<file path="src/rtl/store_merge_if.sv">
// Store merge port bundle: store-stage request channel plus level-handshake memory port.
// Carries no logic; slave is the merge engine, master is whatever drives it.
interface store_merge_if #(
    parameter int DATA_W = 64,
    parameter int ADDR_W = 64
);
    logic              req_valid;
    logic              req_ready;
    logic [ADDR_W-1:0] req_addr;
    logic [1:0]        req_size;
    logic [DATA_W-1:0] req_data;
    logic [ADDR_W-1:0] mem_addr;
    logic              mem_rd_en;
    logic              mem_rd_valid;
    logic [DATA_W-1:0] mem_rd_data;
    logic              mem_wr_en;
    logic [DATA_W-1:0] mem_wr_data;
    logic              mem_wr_ack;
    logic              done;
    logic              misaligned;
    logic              busy;

    modport slave (
        input  req_valid, req_addr, req_size, req_data,
        input  mem_rd_valid, mem_rd_data, mem_wr_ack,
        output req_ready, mem_addr, mem_rd_en, mem_wr_en, mem_wr_data,
        output done, misaligned, busy
    );

    modport master (
        output req_valid, req_addr, req_size, req_data,
        output mem_rd_valid, mem_rd_data, mem_wr_ack,
        input  req_ready, mem_addr, mem_rd_en, mem_wr_en, mem_wr_data,
        input  done, misaligned, busy
    );
endinterface

</file>
<file path="src/rtl/store_merge_unit.sv">
// Sub-word store read-modify-write engine: splices store bytes into the addressed memory word.
// Latency: partial store R+W+2 cycles, full-word store W+1, rejected request 1 cycle.
// Backpressure: one request in flight; req_ready only in IDLE, memory side waits on rd_valid/wr_ack.
module store_merge_unit #(
    parameter int DATA_W = 64,
    parameter int ADDR_W = 64
) (
    input logic          clk,
    input logic          rst_n,
    store_merge_if.slave bus
);
    localparam int BYTES = DATA_W / 8;
    localparam int OFF_W = $clog2(BYTES);

    typedef enum logic [2:0] {IDLE, READ, MERGE, WRITE, DONE, ERR} state_t;

    state_t            state, state_nxt;
    logic [OFF_W-1:0]  off_in, off_q;
    logic [3:0]        n_in, n_q;
    logic [DATA_W-1:0] data_q, rd_q, wr_q, merged, data_sh;
    logic [ADDR_W-1:0] addr_q;
    logic [BYTES-1:0]  be;
    logic              accept, reject, full;

    assign off_in = bus.req_addr[OFF_W-1:0];
    assign n_in   = 4'd1 << bus.req_size;
    assign accept = bus.req_valid && (state == IDLE);
    // n is a power of two, so the alignment test is a mask rather than a modulo
    assign reject = ((int'(off_in) & (int'(n_in) - 1)) != 0) || (int'(n_in) > BYTES);
    assign full   = (int'(n_in) == BYTES);

    assign data_sh = data_q << {off_q, 3'b000};

    always_comb begin
        be     = '0;
        merged = '0;
        for (int i = 0; i < BYTES; i++) begin
            be[i] = (i >= int'(off_q)) && (i < int'(off_q) + int'(n_q));
            merged[8*i +: 8] = be[i] ? data_sh[8*i +: 8] : rd_q[8*i +: 8];
        end
    end

    always_comb begin
        state_nxt = state;
        case (state)
            IDLE:     if (accept) state_nxt = reject ? ERR : (full ? WRITE : READ);
            READ:     if (bus.mem_rd_valid) state_nxt = MERGE;
            MERGE:    state_nxt = WRITE;
            WRITE:    if (bus.mem_wr_ack) state_nxt = DONE;
            DONE:     state_nxt = IDLE;
            ERR:      state_nxt = IDLE;
            default:  state_nxt = IDLE;
        endcase
    end

    always_ff @(posedge clk or negedge rst_n) begin
        if (!rst_n) begin
            state  <= IDLE;
            off_q  <= '0;
            n_q    <= '0;
            data_q <= '0;
            rd_q   <= '0;
            wr_q   <= '0;
            addr_q <= '0;
        end else begin
            state <= state_nxt;
            if (accept) begin
                off_q  <= off_in;
                n_q    <= n_in;
                data_q <= bus.req_data;
                addr_q <= {bus.req_addr[ADDR_W-1:OFF_W], {OFF_W{1'b0}}};
                // full-word stores skip READ/MERGE, so the write word is the request itself
                if (full && !reject) wr_q <= bus.req_data;
            end
            if (state == READ && bus.mem_rd_valid) rd_q <= bus.mem_rd_data;
            if (state == MERGE) wr_q <= merged;
        end
    end

    assign bus.req_ready   = (state == IDLE);
    assign bus.busy        = (state != IDLE);
    assign bus.mem_rd_en   = (state == READ);
    assign bus.mem_wr_en   = (state == WRITE);
    assign bus.done        = (state == DONE);
    assign bus.misaligned  = (state == ERR);
    assign bus.mem_addr    = addr_q;
    assign bus.mem_wr_data = wr_q;
endmodule

</file>
<file path="src/flat_wrapper.sv">
// flat-port wrapper written by rule: the top's interface ports become plain ports
module store_merge_unit_flat 
#(
    parameter int DATA_W = 64,
    parameter int ADDR_W = 64
)
  (clk, rst_n, bus_req_valid, bus_req_addr, bus_req_size, bus_req_data, bus_mem_rd_valid, bus_mem_rd_data, bus_mem_wr_ack, bus_req_ready, bus_mem_addr, bus_mem_rd_en, bus_mem_wr_en, bus_mem_wr_data, bus_done, bus_misaligned, bus_busy);
  store_merge_if #(.DATA_W(DATA_W), .ADDR_W(ADDR_W)) bus_i ();
  input logic clk;
  input logic rst_n;
  input wire logic [$bits(bus_i.req_valid)-1:0] bus_req_valid;
  input wire logic [$bits(bus_i.req_addr)-1:0] bus_req_addr;
  input wire logic [$bits(bus_i.req_size)-1:0] bus_req_size;
  input wire logic [$bits(bus_i.req_data)-1:0] bus_req_data;
  input wire logic [$bits(bus_i.mem_rd_valid)-1:0] bus_mem_rd_valid;
  input wire logic [$bits(bus_i.mem_rd_data)-1:0] bus_mem_rd_data;
  input wire logic [$bits(bus_i.mem_wr_ack)-1:0] bus_mem_wr_ack;
  output wire logic [$bits(bus_i.req_ready)-1:0] bus_req_ready;
  output wire logic [$bits(bus_i.mem_addr)-1:0] bus_mem_addr;
  output wire logic [$bits(bus_i.mem_rd_en)-1:0] bus_mem_rd_en;
  output wire logic [$bits(bus_i.mem_wr_en)-1:0] bus_mem_wr_en;
  output wire logic [$bits(bus_i.mem_wr_data)-1:0] bus_mem_wr_data;
  output wire logic [$bits(bus_i.done)-1:0] bus_done;
  output wire logic [$bits(bus_i.misaligned)-1:0] bus_misaligned;
  output wire logic [$bits(bus_i.busy)-1:0] bus_busy;
  assign bus_i.req_valid = bus_req_valid;
  assign bus_i.req_addr = bus_req_addr;
  assign bus_i.req_size = bus_req_size;
  assign bus_i.req_data = bus_req_data;
  assign bus_i.mem_rd_valid = bus_mem_rd_valid;
  assign bus_i.mem_rd_data = bus_mem_rd_data;
  assign bus_i.mem_wr_ack = bus_mem_wr_ack;
  assign bus_req_ready = bus_i.req_ready;
  assign bus_mem_addr = bus_i.mem_addr;
  assign bus_mem_rd_en = bus_i.mem_rd_en;
  assign bus_mem_wr_en = bus_i.mem_wr_en;
  assign bus_mem_wr_data = bus_i.mem_wr_data;
  assign bus_done = bus_i.done;
  assign bus_misaligned = bus_i.misaligned;
  assign bus_busy = bus_i.busy;
  store_merge_unit #(.DATA_W(DATA_W), .ADDR_W(ADDR_W)) u_core (.clk(clk), .rst_n(rst_n), .bus(bus_i));
endmodule
</file>
<file path="config.mk">
export PLATFORM = sky130hd
export DESIGN_NAME = store_merge_unit_flat
export DESIGN_NICKNAME = d
export VERILOG_FILES = /design/src/rtl/store_merge_if.sv /design/src/rtl/store_merge_unit.sv /design/src/flat_wrapper.sv
export SDC_FILE = /design/constraint.sdc
export NUM_CORES = 1
export LEC_CHECK = 0
export ABC_AREA = 1
export ABC_CLOCK_PERIOD_IN_PS = 2230
export CAP_MARGIN = 30
export CORE_MARGIN = 2
export CORE_UTILIZATION = 30
export DETAILED_ROUTE_END_ITERATION = 10
export HOLD_SLACK_MARGIN = 0.03
export PLACE_DENSITY = 0.57
export SYNTH_ARGS = -nofsm -noshare
export SYNTH_HDL_FRONTEND = slang
export SYNTH_SLANG_ARGS = --single-unit
</file>
<file path="constraint.sdc">
create_clock -name clk -period 2.23 [get_ports clk]
set_clock_uncertainty 0.1 [all_clocks]
set_input_delay 0.3345 -clock clk [delete_from_list [all_inputs] [get_ports clk]]
set_output_delay 0.3345 -clock clk [all_outputs]
set_load 0.01 [all_outputs]
</file>
==> qor.csv <==
stage,metric,value,unit
critical_path,arrival,2.58,ns
worst_hold_path,worstHoldEndpoint,u_core.bus.mem_addr[32],
route,vias,12600,
power,irDropWorstVdd,0.000739,V
synth,netlist_area,13200,um2
synth,avgSynthCellArea,7.65,um2
worst_hold_path,hp-start,bus_req_addr[32],
critical_path,r2r_start,u_core.n_q[0],
finish,fin_area,18500,um2
die,core_area,43200,um2
timing,finalCritPeriodShare,0.995,
die,rows,76,
route,antenna_left,0,
timing,min_period,2.22,ns
power,powerDensity,1610,nW/um2
finish,drive_gt1_frac,0.0958,
global_routing,antenna_found_initial,1,
clock_network,cts_sinks,263,
finish,areaGrowthSynthToFinish,40.9,%
critical_path,path_cells,ha_4 > fa_2 > inv_1 > nand3_1 > nand3b_2 > nand2_4 > nand2_1 > nand3_1 > a21oi_1,
synth,yosysSeqAreaShare,0.500,
place,dpl.hpwl,36200,um
die,ios,333,
critical_path,path_max_fanout,9,
timing,slew_headroom,0.464,
clock_network,clk_pin_slew,0.06,ns
global_routing,grt_pass1_wl,73800,um
worst_hold_path,hold_class,input pin to register,
route,first_pass_iters,5,
critical_path,worstSetupPathType,register to register,
route,wl,48300,um
flow_run,drv_cap,0,
critical_path,r2r_end,u_core.bus.mem_wr_data[14],
status,status,"finished, final reports clean",
power,p_total,29.8,mW
worst_hold_path,holdPathStages,3,
synth,synthCells,1720,
timing,hold_viol,0,
global_routing,gr-total-overflow,0,
critical_path,cp-end-kind,register,
global_routing,grt_max_degree,89,
synth,synth_warnings,0,
timing,tightestPinTransition,0.804,ns
timing,hold-worst-slack,0.189,ns
route,dr_wl_met2,22800,um
route,drc,0,
clock_network,numCtsBuffers,31,
die,die_area,45600,um2
timing,rsz0062_at_grt,yes,
critical_path,reg2reg_slack,0.01,ns
critical_path,critical-path-max-stage-delay,0.46,ns
timing,slew_violations,0,
die,die_height,213,um
finish,n_antenna_cell,0,
critical_path,required,2.59,ns
finish,fin_nets,2248,
die,initial_utilization,0.305,
route,wl_met3,3410,um
timing,setup_viol,0,
timing,max_clock_freq,451,MHz
critical_path,cpMostUsedCell,nand3_1,
critical_path,slowest_stage,fa_2,
clock_network,h-tree-depth,1,
route,wl_met1,21000,um
critical_path,cp-start-kind,register,
route,routed_via_density,4.77,
global_routing,track_usage,0.211,
route,wl_per_cell,18.2,um
global_routing,grt_pass1_vias,12600,
power,leakagePower,8.62,nW
place,dpl-instance-area,17300,um2
synth,synth.distinct_cells,35,
timing,finalSetupTns,0,ns
place,place_congestion,0.899,
place,port-buffer-count,329,
clock_network,clk_latency,0.58,ns
route,drt_iter0_markers,974,
clock_network,clock-root-buffer,clkbuf_16,
route,dr.max_layer_used,met5,
synth,ys_ff_latch,263,
finish,final_util,0.430,
die,chipWidth,213,um
clock_network,cts_tree,done,
clock_network,cts_buffer_depth,3,
critical_path,reg2reg_depth,9,
through the flow:
stage	setup slack [ns]	instances
3_3_place_gp	-0.0257	2592
3_5_place_dp	-0.126	2592
2_1_floorplan	0.124	1722
6_report	0.0118	2651
5_1_grt	-0.106	2651
4_1_cts	0.00146	2647
timing repair:
action                     4_1_cts  5_1_grt
hold endpoints to repair        52        0
hold buffers                     1        0
setup buffers                    0        4
pin swaps                        3       12
gates resized for setup         19       40
setup endpoints to repair       67       65
flip-flops by register name, summed over array words and instances, names as in the netlist:
register,cells
u_core.n_q,4
u_core.data_q,64
u_core.off_q,3
u_core.state,3
u_core.rd_q,64
u_core.bus.mem_wr_data,64
u_core.bus.mem_addr,61
logic make-up after synthesis:
logic type                 count (synthesis)  share of synthesized area
and+or+nand+nor                          926                      0.296
adders and majority gates                  4                    0.00437
AOI/OAI and AO/OA                        278                      0.110
DFF                                      263                      0.500
muxes                                     17                     0.0145
other                                      1                   0.000285
buffers and inverters                    231                     0.0750
layer usage:
metal	global-route usage	vias up
met5	0	-
met4	0.0544	2
met3	0.0517	72
met2	0.350	384
met1	0.275	6003
li1	-	6173
report_power, final:
part / total [mW] / switching (mW) / internal (mW) / leakage (nW)
combinational: 16.4 / 9.81 / 6.61 / 5.02
sequential: 8.57 / 1.46 / 7.12 / 3.13
clock: 4.85 / 2.05 / 2.79 / 0.469
total: 29.8 / 13.3 / 16.5 / 8.62
worst max path at each step:
| stage | from | endpoint | cells after the start | slack (ns) |
|---|---|---|---|---|
| 3_5_place_dp | u_core.n_q[0] | u_core.bus.mem_wr_data[6] | 11 | -0.13 |
| 3_3_place_gp | u_core.off_q[0] | u_core.bus.mem_wr_data[7] | 11 | -0.03 |
| 4_1_cts | u_core.n_q[0] | u_core.bus.mem_wr_data[38] | 11 | 0.001 |
| 6_report | u_core.n_q[0] | u_core.bus.mem_wr_data[14] | 9 | 0.01 |
| 2_1_floorplan | u_core.off_q[0] | u_core.bus.mem_wr_data[0] | 10 | 0.12 |
| 5_1_grt | u_core.n_q[0] | u_core.bus.mem_wr_data[40] | 12 | -0.11 |
critical path: cells and delay by family (launching register included):
| kind | cells | cell delay (ns) |
|---|---|---|
| fa+ha+maj | 2 | 0.64 |
| flops | 1 | 0.41 |
| compound gates | 1 | 0.06 |
| buf+inv | 1 | 0.07 |
| simple gates | 5 | 0.82 |
cell type report:
class	instances	area, um2
multi-input cells	1228	5810
inverters	131	499
clock inverters	10	60.1
clock buffers	44	905
fillers	4450	24600
flip-flops and latches	263	6580
well taps	585	732
repair buffers	390	3960
synthesized netlist by cell type:
| cell | number | area share |
|---|---|---|
| nand4_1 | 1 | 0.00048 |
| o21ai_2 | 1 | 0.00067 |
| a21oi_1 | 102 | 0.039 |
| buf_2 | 45 | 0.017 |
| buf_1 | 5 | 0.0014 |
| o21bai_1 | 2 | 0.0011 |
| nand3b_1 | 4 | 0.0023 |
| nand2_1 | 549 | 0.16 |
| nand3b_2 | 2 | 0.0017 |
| mux2_2 | 17 | 0.015 |
| buf_4 | 9 | 0.0051 |
| nor2_2 | 1 | 0.00048 |
| clkbuf_1 | 37 | 0.011 |
| or2_2 | 1 | 0.00048 |
| o211ai_1 | 10 | 0.0057 |
| fa_1 | 1 | 0.0015 |
| a21oi_2 | 5 | 0.0033 |
| o31ai_1 | 1 | 0.00057 |
| nand3_1 | 203 | 0.077 |
| inv_1 | 124 | 0.035 |
| nand3_4 | 1 | 0.0013 |
| nand2_2 | 4 | 0.0019 |
| ha_1 | 3 | 0.0029 |
| nand3_2 | 7 | 0.0053 |
| nand2_4 | 2 | 0.0017 |
| nor4_1 | 1 | 0.00048 |
| nor3_1 | 3 | 0.0011 |
| buf_6 | 4 | 0.0034 |
| nor2_4 | 5 | 0.0043 |
| inv_2 | 7 | 0.0020 |
| nor2_1 | 141 | 0.040 |
| o21ai_0 | 157 | 0.060 |
| conb_1 | 1 | 0.00028 |
| and2_1 | 1 | 0.00048 |
| dfrtp_1 | 263 | 0.50 |
layout by cell type (no fill, tap or decap), types with 12 or more instances in the layout:
| cell type | n |
|---|---|
| a21oi_1 | 93 |
| a21oi_2 | 14 |
| buf_12 | 14 |
| buf_4 | 41 |
| clkbuf_16 | 31 |
| clkdlybuf4s50_1 | 322 |
| dfrtp_1 | 262 |
| inv_1 | 121 |
| mux2_2 | 17 |
| nand2_1 | 541 |
| nand3_1 | 193 |
| nand3_2 | 12 |
| nor2_1 | 140 |
| o21ai_0 | 153 |
Note: power is estimated with default switching activity, not from simulation.
